--- src/rtl/reg_file_mp_if.sv ---
// Bus bundle for reg_file_mp: global enable, one byte-masked write port,
// NRD read ports and the busy flag. The master drives requests; the slave is the register file.
interface reg_file_mp_if #(
  parameter int DATA_W = 32,
  parameter int ADDR_W = 4,
  parameter int NRD    = 2
);
  logic                    en;
  logic                    wr_en;
  logic [ADDR_W-1:0]       wr_addr;
  logic [DATA_W-1:0]       wr_data;
  logic [DATA_W/8-1:0]     wr_be;
  logic [NRD-1:0]          rd_en;
  logic [NRD*ADDR_W-1:0]   rd_addr;
  logic [NRD*DATA_W-1:0]   rd_data;
  logic [NRD-1:0]          rd_valid;
  logic                    busy;

  modport master (
    output en, wr_en, wr_addr, wr_data, wr_be, rd_en, rd_addr,
    input  rd_data, rd_valid, busy
  );
  modport slave (
    input  en, wr_en, wr_addr, wr_data, wr_be, rd_en, rd_addr,
    output rd_data, rd_valid, busy
  );
endinterface

--- src/rtl/reg_file_mp.sv ---
// Multi-read-port register file: zero-fills itself after reset, then serves one
// byte-masked write and NRD independent 1-cycle reads per clock.

module reg_file_mp_rdport #(
  parameter int DATA_W = 32
) (
  input  logic              clk,
  input  logic              rst,
  input  logic              accept_i,
  input  logic              inr_i,
  input  logic              byp_i,
  input  logic [DATA_W-1:0] mem_word_i,
  input  logic [DATA_W-1:0] merged_i,
  output logic [DATA_W-1:0] rd_data_o,
  output logic              rd_valid_o
);
  logic [DATA_W-1:0] data_q, data_d;
  logic              vld_q;

  always_comb begin
    data_d = data_q;
    if (accept_i) data_d = !inr_i ? '0 : (byp_i ? merged_i : mem_word_i);
  end

  always_ff @(posedge clk or posedge rst) begin
    if (rst) begin
      data_q <= '0;
      vld_q  <= 1'b0;
    end else begin
      data_q <= data_d;
      vld_q  <= accept_i;
    end
  end

  assign rd_data_o  = data_q;
  assign rd_valid_o = vld_q;
endmodule

module reg_file_mp #(
  parameter int DATA_W  = 32,
  parameter int DEPTH   = 16,
  parameter int ADDR_W  = 4,
  parameter int NRD     = 2,
  parameter int BYPASS  = 1,
  parameter int ZERO_R0 = 0
) (
  input logic           clk,
  input logic           rst,
  reg_file_mp_if.slave  bus
);
  localparam int         NBYTE   = DATA_W / 8;
  localparam logic [0:0] S_CLEAR = 1'b0;
  localparam logic [0:0] S_RUN   = 1'b1;

  logic [0:0]        state_q, state_d;
  logic [ADDR_W-1:0] ptr_q, ptr_d;
  logic [DATA_W-1:0] mem_q [DEPTH];

  logic              run, wr_inr, wr_ok;
  logic [ADDR_W-1:0] wr_idx;
  logic [DATA_W-1:0] wr_old, wr_merged;

  logic [NRD-1:0][ADDR_W-1:0] rd_addr;
  logic [NRD-1:0][DATA_W-1:0] rd_data;
  logic [NRD-1:0]             rd_valid;

  assign run           = (state_q == S_RUN);
  assign bus.busy      = ~run;
  assign rd_addr       = bus.rd_addr;
  assign bus.rd_data   = rd_data;
  assign bus.rd_valid  = rd_valid;

  // Clear walker: one entry per enabled edge, hands over to RUN on the last one.
  always_comb begin
    state_d = state_q;
    ptr_d   = ptr_q;
    if (bus.en && !run) begin
      if (ptr_q == ADDR_W'(DEPTH - 1)) begin
        state_d = S_RUN;
        ptr_d   = '0;
      end else begin
        ptr_d = ptr_q + 1'b1;
      end
    end
  end

  always_ff @(posedge clk or posedge rst) begin
    if (rst) begin
      state_q <= S_CLEAR;
      ptr_q   <= '0;
    end else begin
      state_q <= state_d;
      ptr_q   <= ptr_d;
    end
  end

  // Out-of-range and hardwired-zero addresses are folded onto index 0 and masked.
  assign wr_inr = (32'(bus.wr_addr) < 32'(DEPTH)) && !((ZERO_R0 != 0) && (bus.wr_addr == '0));
  assign wr_idx = wr_inr ? bus.wr_addr : '0;
  assign wr_old = mem_q[wr_idx];
  assign wr_ok  = run && bus.en && bus.wr_en && wr_inr;

  always_comb begin
    wr_merged = wr_old;
    for (int k = 0; k < NBYTE; k++)
      if (bus.wr_be[k]) wr_merged[8*k +: 8] = bus.wr_data[8*k +: 8];
  end

  always_ff @(posedge clk) begin
    if (bus.en && !run) mem_q[ptr_q]  <= '0;
    else if (wr_ok)     mem_q[wr_idx] <= wr_merged;
  end

  for (genvar p = 0; p < NRD; p++) begin : g_rd
    logic              inr;
    logic [ADDR_W-1:0] idx;

    assign inr = (32'(rd_addr[p]) < 32'(DEPTH)) && !((ZERO_R0 != 0) && (rd_addr[p] == '0));
    assign idx = inr ? rd_addr[p] : '0;

    reg_file_mp_rdport #(.DATA_W(DATA_W)) u_rd (
      .clk        (clk),
      .rst        (rst),
      .accept_i   (run && bus.en && bus.rd_en[p]),
      .inr_i      (inr),
      .byp_i      ((BYPASS != 0) && wr_ok && (bus.wr_addr == rd_addr[p])),
      .mem_word_i (mem_q[idx]),
      .merged_i   (wr_merged),
      .rd_data_o  (rd_data[p]),
      .rd_valid_o (rd_valid[p])
    );
  end
endmodule

--- src/flat_wrapper.sv ---
// flat-port wrapper written by rule: the top's interface ports become plain ports
module reg_file_mp_flat 
#(
  parameter int DATA_W  = 32,
  parameter int DEPTH   = 16,
  parameter int ADDR_W  = 4,
  parameter int NRD     = 2,
  parameter int BYPASS  = 1,
  parameter int ZERO_R0 = 0
)
  (clk, rst, bus_en, bus_wr_en, bus_wr_addr, bus_wr_data, bus_wr_be, bus_rd_en, bus_rd_addr, bus_rd_data, bus_rd_valid, bus_busy);
  reg_file_mp_if #(.DATA_W(DATA_W), .ADDR_W(ADDR_W), .NRD(NRD)) bus_i ();
  input logic clk;
  input logic rst;
  input wire logic [$bits(bus_i.en)-1:0] bus_en;
  input wire logic [$bits(bus_i.wr_en)-1:0] bus_wr_en;
  input wire logic [$bits(bus_i.wr_addr)-1:0] bus_wr_addr;
  input wire logic [$bits(bus_i.wr_data)-1:0] bus_wr_data;
  input wire logic [$bits(bus_i.wr_be)-1:0] bus_wr_be;
  input wire logic [$bits(bus_i.rd_en)-1:0] bus_rd_en;
  input wire logic [$bits(bus_i.rd_addr)-1:0] bus_rd_addr;
  output wire logic [$bits(bus_i.rd_data)-1:0] bus_rd_data;
  output wire logic [$bits(bus_i.rd_valid)-1:0] bus_rd_valid;
  output wire logic [$bits(bus_i.busy)-1:0] bus_busy;
  assign bus_i.en = bus_en;
  assign bus_i.wr_en = bus_wr_en;
  assign bus_i.wr_addr = bus_wr_addr;
  assign bus_i.wr_data = bus_wr_data;
  assign bus_i.wr_be = bus_wr_be;
  assign bus_i.rd_en = bus_rd_en;
  assign bus_i.rd_addr = bus_rd_addr;
  assign bus_rd_data = bus_i.rd_data;
  assign bus_rd_valid = bus_i.rd_valid;
  assign bus_busy = bus_i.busy;
  reg_file_mp #(.DATA_W(DATA_W), .DEPTH(DEPTH), .ADDR_W(ADDR_W), .NRD(NRD), .BYPASS(BYPASS), .ZERO_R0(ZERO_R0)) u_core (.clk(clk), .rst(rst), .bus(bus_i));
endmodule
--- config.mk ---
export PLATFORM = sky130hd
export DESIGN_NAME = reg_file_mp_flat
export DESIGN_NICKNAME = d
export VERILOG_FILES = /design/src/rtl/reg_file_mp_if.sv /design/src/rtl/reg_file_mp.sv /design/src/flat_wrapper.sv
export SDC_FILE = /design/constraint.sdc
export NUM_CORES = 1
export LEC_CHECK = 0
export CAP_MARGIN = 20
export CORE_ASPECT_RATIO = 0.75
export CORE_MARGIN = 10
export CORE_UTILIZATION = 50
export CTS_CLUSTER_DIAMETER = 120
export CTS_CLUSTER_SIZE = 20
export DETAILED_ROUTE_END_ITERATION = 7
export GPL_TIMING_DRIVEN = 1
export PLACE_DENSITY_LB_ADDON = 0.25
export SETUP_SLACK_MARGIN = 0.05
export SLEW_MARGIN = 20
export SYNTH_ARGS = -nofsm -noshare
export SYNTH_HDL_FRONTEND = slang
export SYNTH_SLANG_ARGS = --single-unit
--- constraint.sdc ---
create_clock -name clk -period 4.1 [get_ports clk]
set_clock_uncertainty 0.15 [all_clocks]
set_input_delay 1.025 -clock clk [delete_from_list [all_inputs] [get_ports clk]]
set_output_delay 1.025 -clock clk [all_outputs]
set_load 0.1 [all_outputs]
==> results.yml <==
status:
  status: "finished, final reports clean"
global_routing:
  antenna_found_initial: 0
  grt.total_usage_pct: 26.28
  grt_pass1_wl_microns: 139000
  grt_max_degree: 73
  overflow: 0
  grt_pass1_vias: 19410
yosys:
  syn-num-nets: 1710
  avgSynthCellArea_sq_um: 18.57
  synthCells: 1655
  synth_ff_type: "edfxtp_1"
  synth-edff-count: 512
  yosysSeqAreaShare_pct: 55.80
  ys_warn_count: 0
  synth_area_sq_mm: 0.03074
  netlist-cell-type-count: 41
  async_flop_share_pct: 12.18
  synth-seq-cells: 583
critical_path:
  cp_num_buf_inv: 1
  cp_top_family: "buffers and inverters"
  crit_chain: "clkdlybuf4s50_1"
  start_kind: "flip-flop"
  crit_type: "reg -> out"
  critPathArrivalTime_ns: 2.22
  slowest_delay_ns: 1.17
  critPathSlowestCell: "clkdlybuf4s50_1"
  critPathRequiredTime_ns: 2.92
  critPathMaxFanout: 2
  critPathCaptureType: "output pin"
power:
  switchingPower_mw: 3.828
  vdd_drop_max_v: 0.0002679
  switching_share_pct: 29.43
  p_clk_share_pct: 28.6
  power_density_mw_per_mm2: 375.0
  power_leakage_nw: 11.10
  seqPwrFrac_pct: 51.6
  combPwrFrac_pct: 19.8
  p_int_mw: 9.179
cts:
  cts_resized: 0
  cts-root-buf: "clkbuf_16"
  clk_path_buf_depth: 3
  cts_buffers: 35
  cts_tree: "done"
  cts_hold_buf: 0
  postCtsSetupBuffers: 0
  clkSinkCount: 583
  path_clk_slew_ns: 0.09
  htreeDepth: 2
  clk_latency_ns: 0.60
layout:
  n_fill_cell: 4553
  finalNetCount: 1826
  synthToLayoutAreaGrowth_pct: 12.86
  fin_util_pct: 57.14
  fin_area_sq_mm: 0.03469
  drive_gt1_share_pct: 36.43
  n_antenna_cell: 0
placement:
  hpwl_microns: 58400
  gp_congestion: 0.8618
  dpl_cell_area_sq_mm: 0.03363
  port_buffers: 120
  pre_cts_slack_ns: 0.1578
sta:
  whs_ns: 0.3786
  grt_setup_unrepaired: "no"
  fin_ws_ns: 0.7037
  slew_headroom_pct: 24.05
  max_freq_ghz: 0.2944
  drv_slew: 0
  setup_viol: 0
  tns_ns: 0
  fin_crit_sh_pct: 82.84
  hold_viol: 0
  period_minus_slack_ns: 3.396
  tightest_slew_ns: 1.138
floorplanning:
  io-pin-count: 121
  die_h_microns: 234.7
  dieWidth_microns: 306.3
  core_sq_mm: 0.06070
  rows: 78
  die_area_sq_mm: 0.07189
  start_util_pct: 50.63
routing:
  detail-route-antenna-nets: 0
  drt-total-wl_microns: 95490
  routed_via_density: 7.463
  firstDrtPassIters: 6
  drt_drc_violations_left: 0
  vias: 19390
  drt-initial-drc-count: 2802
  wl_per_cell_microns: 36.76
job:
  drv_cap: 0
worst_hold_path:
  hold_class: "reg -> reg"
[stage by stage]
step	instances	total power, mW
after floorplan	1655	8.605
after global placement	2533	9.393
after detailed placement	2533	9.412
after CTS	2597	13.04
after global routing	2598	13.39
final	2598	13.01
[cell usage after synthesis, types with 10 or more instances]
master | instances | area, sq um
a21oi_1 | 63 | 315.3
a221o_1 | 32 | 320.3
a311oi_1 | 31 | 271.5
and3_1 | 11 | 68.82
buf_1 | 15 | 56.30
buf_2 | 34 | 170.2
buf_4 | 16 | 120.1
buf_6 | 16 | 180.2
clkbuf_1 | 82 | 307.8
dfrtp_1 | 71 | 1777
edfxtp_1 | 512 | 15370
mux2i_1 | 10 | 100.1
mux4_2 | 448 | 10090
nand2_1 | 77 | 289.0
nand3_1 | 19 | 95.09
nor2_1 | 93 | 349.1
o22ai_1 | 34 | 212.7
or2_0 | 14 | 87.58
[layer usage]
layer,global-route usage (%),wire (microns),vias up
met3,7.146,13000,195
met4,7.176,2708,0
li1,-,-,7412
met1,37.54,36200,10180
met5,0,0,-
met2,39.55,43580,1604
[cells in the final DEF, fill, tap and decap left out, types with 2 or more instances in the layout]
cell               n
edfxtp_1         512
mux4_2           448
clkdlybuf4s50_1  104
buf_4             86
nand2_1           77
nor2_1            72
dfrtp_1           71
a21oi_1           63
buf_12            40
clkbuf_16         36
o22ai_1           34
a221o_1           32
a311oi_1          31
clkbuf_1          25
nand3_1           16
nor2_4            16
or2_0             14
and3_1            11
mux2i_1           10
xnor2_1            9
a21o_1             9
o311ai_1           9
and2_1             9
inv_1              7
a31oi_1            6
buf_2              6
nor2_2             5
xor2_1             4
o21ai_0            4
nand3_2            3
o2111ai_1          3
clkbuf_8           3
buf_6              3
nor3b_1            2
[kinds of logic (layout without fill, tap and decap cells)]
kind of cell	count (synthesis)	in the layout	synth area share [%]
compound gates	198	198	4.592
flops	583	583	55.80
buf+inv	173	316	2.837
xor+xnor	13	13	0.3704
simple gates	229	229	3.204
mux	458	458	33.15
fa+ha+maj	1	1	0.04070
[state kept, by name, indices dropped and copies added (netlist names)]
register and cells:
u_core.g_rd.u_rd.rd_data_o 64, u_core.run 1, u_core.ptr_q 4, u_core.mem_q 512
u_core.g_rd.u_rd.rd_valid_o 2
[power by group through the flow]
stage	Sequential (mW)	Clock, mW	Combinational [mW]
2_1_floorplan	7.56	0	1.05
5_1_grt	6.73	3.99	2.67
6_report	6.72	3.72	2.58
3_3_place_gp	6.84	0	2.55
4_1_cts	6.71	3.75	2.57
3_5_place_dp	6.84	0	2.57
[worst paths after layout]
check | startpoint | endpoint | slack [ns] | depth (start not counted)
max in group asynchronous | rst | u_core.g_rd[1].u_rd.rd_data_o[21]$_DFFE_PP0P_ | 2.32 | 3
worst min-delay path | u_core.g_rd[1].u_rd.rd_data_o[13]$_DFFE_PP0P_ | u_core.g_rd[1].u_rd.rd_data_o[13]$_DFFE_PP0P_ | 0.38 | 1
worst min register to register | u_core.g_rd[1].u_rd.rd_data_o[13]$_DFFE_PP0P_ | u_core.g_rd[1].u_rd.rd_data_o[13]$_DFFE_PP0P_ | 0.38 | 1
worst max-delay path | u_core.g_rd[1].u_rd.rd_data_o[14]$_DFFE_PP0P_ | bus_rd_data[46] | 0.70 | 1
min in group asynchronous | rst | u_core.g_rd[1].u_rd.rd_data_o[12]$_DFFE_PP0P_ | 0.78 | 2
worst max register to register | u_core.run$_DFFE_PP0P_ | u_core.g_rd[1].u_rd.rd_data_o[1]$_DFFE_PP0P_ | 1.40 | 7
[area by class of cell]
type                       instances  area [sq um]  area share, %
timing repair buffer             242          2592          7.474
sequential                       583         17150          49.45
clock inverter                     3         45.04         0.1299
multi-input combinational        899         12860          37.08
inverter                          10         40.04         0.1154
tap                              800          1001          2.886
clock buffer                      61         994.7          2.868
(Power assumes the default switching activity.)
